`src/rtl/uart_tx_fifo.sv`:
```
// UART transmitter with internal baud divider, configurable frame
// (data bits, parity, stop bits) and a small input FIFO behind valid/ready.
// Single clock domain; the baud rate is a clock-enable count, not a divided clock.
module uart_tx_fifo #(
    parameter int DATA_BITS  = 8,
    parameter int CLK_DIV    = 4,
    parameter int PARITY     = 0,   // 0 = none, 1 = odd, 2 = even
    parameter int STOP_BITS  = 1,
    parameter int FIFO_DEPTH = 4
) (
    input  logic                                clk,
    input  logic                                rst,
    input  logic [DATA_BITS-1:0]                in_data,
    input  logic                                in_valid,
    output logic                                in_ready,
    output logic                                tx,
    output logic                                busy,
    output logic [$clog2(FIFO_DEPTH+1)-1:0]     level
);

    localparam int LVL_W  = $clog2(FIFO_DEPTH + 1);
    localparam int PTR_W  = $clog2(FIFO_DEPTH);
    localparam int BAUD_W = $clog2(CLK_DIV);
    localparam int CNT_W  = $clog2(DATA_BITS);

    localparam bit PARAMS_OK = (DATA_BITS >= 5) && (DATA_BITS <= 9) &&
                               (CLK_DIV >= 2) &&
                               (PARITY >= 0) && (PARITY <= 2) &&
                               ((STOP_BITS == 1) || (STOP_BITS == 2)) &&
                               (FIFO_DEPTH >= 2) &&
                               ((FIFO_DEPTH & (FIFO_DEPTH - 1)) == 0);

    typedef enum logic [2:0] {
        S_IDLE,
        S_START,
        S_DATA,
        S_PARITY,
        S_STOP
    } state_t;

    // FIFO storage and bookkeeping
    logic [DATA_BITS-1:0] mem [FIFO_DEPTH];
    logic [PTR_W-1:0]     wr_ptr;
    logic [PTR_W-1:0]     rd_ptr;
    logic [LVL_W-1:0]     level_d;
    logic                 push;
    logic                 pop;
    logic [DATA_BITS-1:0] head;

    // Transmit FSM state
    state_t               state_q, state_d;
    logic [BAUD_W-1:0]    baud_q, baud_d;
    logic [CNT_W-1:0]     bit_q, bit_d;
    logic [DATA_BITS-1:0] shift_q, shift_d;
    logic                 par_q, par_d;
    logic                 tx_d;
    logic                 busy_d;
    logic                 baud_end;

    assign in_ready = (level != LVL_W'(FIFO_DEPTH));
    assign push     = in_valid & in_ready;
    assign head     = mem[rd_ptr];
    assign baud_end = (baud_q == BAUD_W'(CLK_DIV - 1));

    // Trap illegal parameter sets as soon as the clock runs in simulation
    always_ff @(posedge clk) begin
        assert (PARAMS_OK) else $error("uart_tx_fifo: illegal parameter set");
    end

    // Level bookkeeping: simultaneous push and pop leave the count unchanged
    always_comb begin
        level_d = level;
        case ({push, pop})
            2'b10:   level_d = level + 1'b1;
            2'b01:   level_d = level - 1'b1;
            default: level_d = level;
        endcase
    end

    // FIFO pointers and level register
    always_ff @(posedge clk) begin
        // NOTE: every clocked register uses non-blocking assignment so all
        // flops update together from pre-edge values, regardless of order.
        if (rst) begin
            wr_ptr <= '0;
            rd_ptr <= '0;
            level  <= '0;
        end else begin
            if (push) wr_ptr <= wr_ptr + 1'b1;
            if (pop)  rd_ptr <= rd_ptr + 1'b1;
            level <= level_d;
        end
    end

    // FIFO storage write port
    always_ff @(posedge clk) begin
        // NOTE: the storage array has no reset; empty slots are never read
        // because the level and pointers are reset, so clearing it buys nothing.
        if (push) mem[wr_ptr] <= in_data;
    end

    // Next-state, baud/bit counting, pop decision and next tx value
    always_comb begin
        // NOTE: every output of this block gets a default first, so no path
        // leaves one unassigned and no latch is inferred.
        state_d = state_q;
        baud_d  = '0;
        bit_d   = bit_q;
        shift_d = shift_q;
        par_d   = par_q;
        pop     = 1'b0;
        tx_d    = 1'b1;

        if (state_q != S_IDLE) begin
            baud_d = baud_end ? '0 : baud_q + 1'b1;
        end

        case (state_q)
            S_IDLE: begin
                if (level != '0) pop = 1'b1;
            end
            S_START: begin
                if (baud_end) begin
                    state_d = S_DATA;
                    bit_d   = '0;
                end
            end
            S_DATA: begin
                if (baud_end) begin
                    if (bit_q == CNT_W'(DATA_BITS - 1)) begin
                        bit_d   = '0;
                        state_d = (PARITY != 0) ? S_PARITY : S_STOP;
                    end else begin
                        bit_d   = bit_q + 1'b1;
                        shift_d = shift_q >> 1;
                    end
                end
            end
            S_PARITY: begin
                if (baud_end) begin
                    state_d = S_STOP;
                    bit_d   = '0;
                end
            end
            S_STOP: begin
                if (baud_end) begin
                    if (bit_q == CNT_W'(STOP_BITS - 1)) begin
                        if (level != '0) pop = 1'b1;
                        else             state_d = S_IDLE;
                    end else begin
                        bit_d = bit_q + 1'b1;
                    end
                end
            end
            default: state_d = S_IDLE;
        endcase

        // A pop loads the next word and restarts the bit timing at a start bit
        if (pop) begin
            state_d = S_START;
            baud_d  = '0;
            shift_d = head;
            par_d   = (PARITY == 1) ? ~(^head) : ^head;
        end

        case (state_d)
            S_START:  tx_d = 1'b0;
            S_DATA:   tx_d = shift_d[0];
            S_PARITY: tx_d = par_d;
            default:  tx_d = 1'b1;
        endcase

        busy_d = (state_d != S_IDLE) | (level_d != '0);
    end

    // FSM registers; tx and busy are registered alongside the state
    always_ff @(posedge clk) begin
        if (rst) begin
            state_q <= S_IDLE;
            baud_q  <= '0;
            bit_q   <= '0;
            shift_q <= '0;
            par_q   <= 1'b0;
            tx      <= 1'b1;
            busy    <= 1'b0;
        end else begin
            state_q <= state_d;
            baud_q  <= baud_d;
            bit_q   <= bit_d;
            shift_q <= shift_d;
            par_q   <= par_d;
            tx      <= tx_d;
            busy    <= busy_d;
        end
    end

endmodule

```
`config.mk`:
```
export PLATFORM = sky130hd
export DESIGN_NAME = uart_tx_fifo
export DESIGN_NICKNAME = d
export VERILOG_FILES = /design/src/rtl/uart_tx_fifo.sv
export SDC_FILE = /design/constraint.sdc
export NUM_CORES = 1
export LEC_CHECK = 0
export BUFFER_PORTS_ARGS = -buffer_cell sky130_fd_sc_hd__buf_4
export CAP_MARGIN = 40
export CELL_PAD_IN_SITES_DETAIL_PLACEMENT = 1
export CELL_PAD_IN_SITES_GLOBAL_PLACEMENT = 2
export CORE_MARGIN = 2
export CORE_UTILIZATION = 41
export DETAILED_ROUTE_END_ITERATION = 7
export GPL_TIMING_DRIVEN = 0
export HOLD_SLACK_MARGIN = 0.1
export PLACE_DENSITY_LB_ADDON = 0.25
export SLEW_MARGIN = 30
export SYNTH_ARGS = -nofsm -noshare
export SYNTH_HDL_FRONTEND = slang
export SYNTH_SLANG_ARGS = --single-unit
```
`constraint.sdc`:
```
create_clock -name clk -period 4.3 [get_ports clk]
set_clock_uncertainty 0.2 [all_clocks]
set_input_delay 1.29 -clock clk [delete_from_list [all_inputs] [get_ports clk]]
set_output_delay 1.29 -clock clk [all_outputs]
set_load 0.1 [all_outputs]
```
==> reports/results.txt <==
initial core utilization - 0.420
Worst Path Arrival - 3390 ps
Worst R2R Start - baud_q[0]
worst slack at placement - 873 ps
Final #Nets - 258
# IOs - 17
Final GP Congestion - 0.740
Worst-Margin Slew - 645 ps
most common cell after layout, fill and taps aside - edfxtp_1
EDFF count, synth - 32
CP Capture Type - flop
flop and latch count out of synthesis - 60
FFs w/ async S/R, synth - 0
dpl hpwl - 3550 um
ANT nets after route - 0
worst-path fanout max - 10
cts repair resizes - 0
Critical Path Start Type - flop
f_max - 294 MHz
total of max-cap violations - 0
fin crit share - 0.790
R2R Setup Slk - 900 ps
initial antenna violation count - 0
via count - 1630
met3 usage - 0.0442
Clock Tree Root - clkbuf_8
Clock Path Buffers - 2
HP Start - baud_q[0]
hold_buf cts - 0
DR pass1 iterations - 4
Iter 0 DRT Violations - 51
RSZ-0062 raised after global routing - false
Peak VDD IR - 358 uV
PwrDens - 715 nW/um^2
final setup fails - 0
CTS tree - yes
hold path depth - 1
die span in y - 84.2 um
GRT busiest layer - met2
core area - 6280 um^2
CTS Buf Count - 9
met1 usage - 0.195
post-DR wirelength/cell - 15.6 um
sequential share of the synthesized area - 0.577
GRT Total Usage - 0.157
syn_area_per_cell - 12.5 um^2
WL final - 4980 um
max-slew violation count - 0
Syn Nets - 232
die area - 7090 um^2
H-Tree Level Count - 3
Yosys cell types - 40
Clock transition at path regs - 80 ps
final hold slack - 234 ps
most frequent cells in the layout - edfxtp_1 (32), dfxtp_1 (28), nor2_1 (22)
Worst Path Required - 4290 ps
Post CTS Setup Buffer Count - 0
CP Class - flop to flop
layout cells sized above 1 - 0.207
predominant post-synthesis flop cell - edfxtp_1
largest net degree at the start of global routing - 14
Final Hold Viols - 0
post-layout worst setup margin - 904 ps
Area growth syn-to-layout - 15.8%
Lkg Pwr - 0.00111 uW
FF-to-FF path depth - 13
cell row count - 29
Setup TNS - 0 ps
reg2reg end - busy
vias in the first global route - 1682
GR Overflow Total - 0
class of the worst hold path - flop to flop
Final min period - 3400 ps
antenna cells - 0
DRC viols - 0
Hold Path Sink - baud_q[0]
yosys warns - 0
Synth Instances - 211
PortBufs - 15
Final Power - 2180 uW
status - finished, final reports clean
Netlist Area Pre-Place - 2640 um^2
DR vias/cell - 5.11
clk sinks - 60
Chip Width - 84.2 um
first-pass GRT wire length - 8460 um
Worst-Skew Late Latency - 330 ps
met2 Use GR - 0.262
max_slew headroom - 0.567
-- per-stage QoR --
step | cells | util | instance area (um^2)
2_1_floorplan | 211 | - | 2640
3_3_place_gp | 303 | 0.453 | 2850
6_report | 319 | 0.486 | 3050
3_5_place_dp | 303 | 0.453 | 2850
4_1_cts | 319 | 0.486 | 3050
5_1_grt | 319 | 0.486 | 3050
-- worst max-delay path by stage --
stage                          from    to  slack [ps]  cells after the start
final                     baud_q[0]  busy         900                     13
after global routing      baud_q[0]  busy         600                     13
after CTS                 baud_q[0]  busy         840                     13
after detailed placement  baud_q[0]  busy         870                     13
after global placement     in_valid  busy         880                     11
after floorplan            level[2]  busy          20                     11
-- final cells by class --
type | instances | area, um^2
plain buffers | 11 | 63.8
clock buffers | 9 | 124
clock inverters | 7 | 82.6
fillers | 664 | 3230
inverters | 8 | 30.0
multi-input cells | 132 | 1020
flip-flops and latches | 60 | 1520
well taps | 77 | 96.3
repair buffers | 15 | 113
-- cells by family after synthesis --
kind of cell | count (synthesis) | share of synthesized area
AO/OA/AOI/OAI | 33 | 0.0883
XOR/XNOR | 14 | 0.0465
flip-flops | 60 | 0.577
buffers and inverters | 19 | 0.0356
multiplexers | 12 | 0.0845
adder cells (fa/ha/maj) | 10 | 0.0503
AND/OR/NAND/NOR | 63 | 0.118
-- worst max-delay path: stages (launching register included) --
cell and delay [ps]:
dfxtp_1 340, ha_1 140, buf_4 170, nand3b_4 110
a2111oi_4 650, buf_6 240, ha_1 190, inv_1 60
fa_1 370, xnor2_1 230, xnor2_1 150, nand3_1 100
o21ai_0 200, a31oi_1 110
-- flip-flops by register name, indices dropped and copies added (netlist names), named ones only --
| name | cells |
|---|---|
| bit_q | 3 |
| busy | 1 |
| state_q | 3 |
| par_q | 1 |
| mem | 32 |
| wr_ptr | 2 |
| tx | 1 |
| shift_q | 8 |
| baud_q | 2 |
| level | 3 |
| rd_ptr | 2 |
-- metal layers --
layer / share of wire / wire [um]
met5: 0 / 0
met4: 0.011 / 57
met3: 0.028 / 137
met2: 0.50 / 2480
met1: 0.46 / 2300
-- power by group --
group          internal [uW]  switching, uW
Combinational            338            551
Clock                    276            243
Sequential               718           54.5
Total                   1330            849
-- cells in the mapped netlist, types with 2 or more instances --
cell | number | area, um^2
edfxtp_1 | 32 | 961
nor3_1 | 3 | 15.0
buf_2 | 2 | 10.0
a21oi_1 | 12 | 60.1
buf_6 | 2 | 22.5
ha_1 | 9 | 113
xor2_1 | 3 | 26.3
a21o_1 | 2 | 15.0
nor2_1 | 22 | 82.6
and3_1 | 6 | 37.5
xnor2_1 | 11 | 96.3
o21ai_0 | 6 | 30.0
nor2b_1 | 4 | 25.0
inv_1 | 8 | 30.0
clkbuf_1 | 5 | 18.8
nand3_1 | 2 | 10.0
nand2b_1 | 4 | 25.0
mux4_2 | 8 | 180
mux2_2 | 2 | 22.5
dfxtp_1 | 28 | 561
mux2i_1 | 2 | 20.0
a22oi_1 | 5 | 37.5
nand2_1 | 16 | 60.1
No activity file was read; power rests on OpenSTA's default activity.
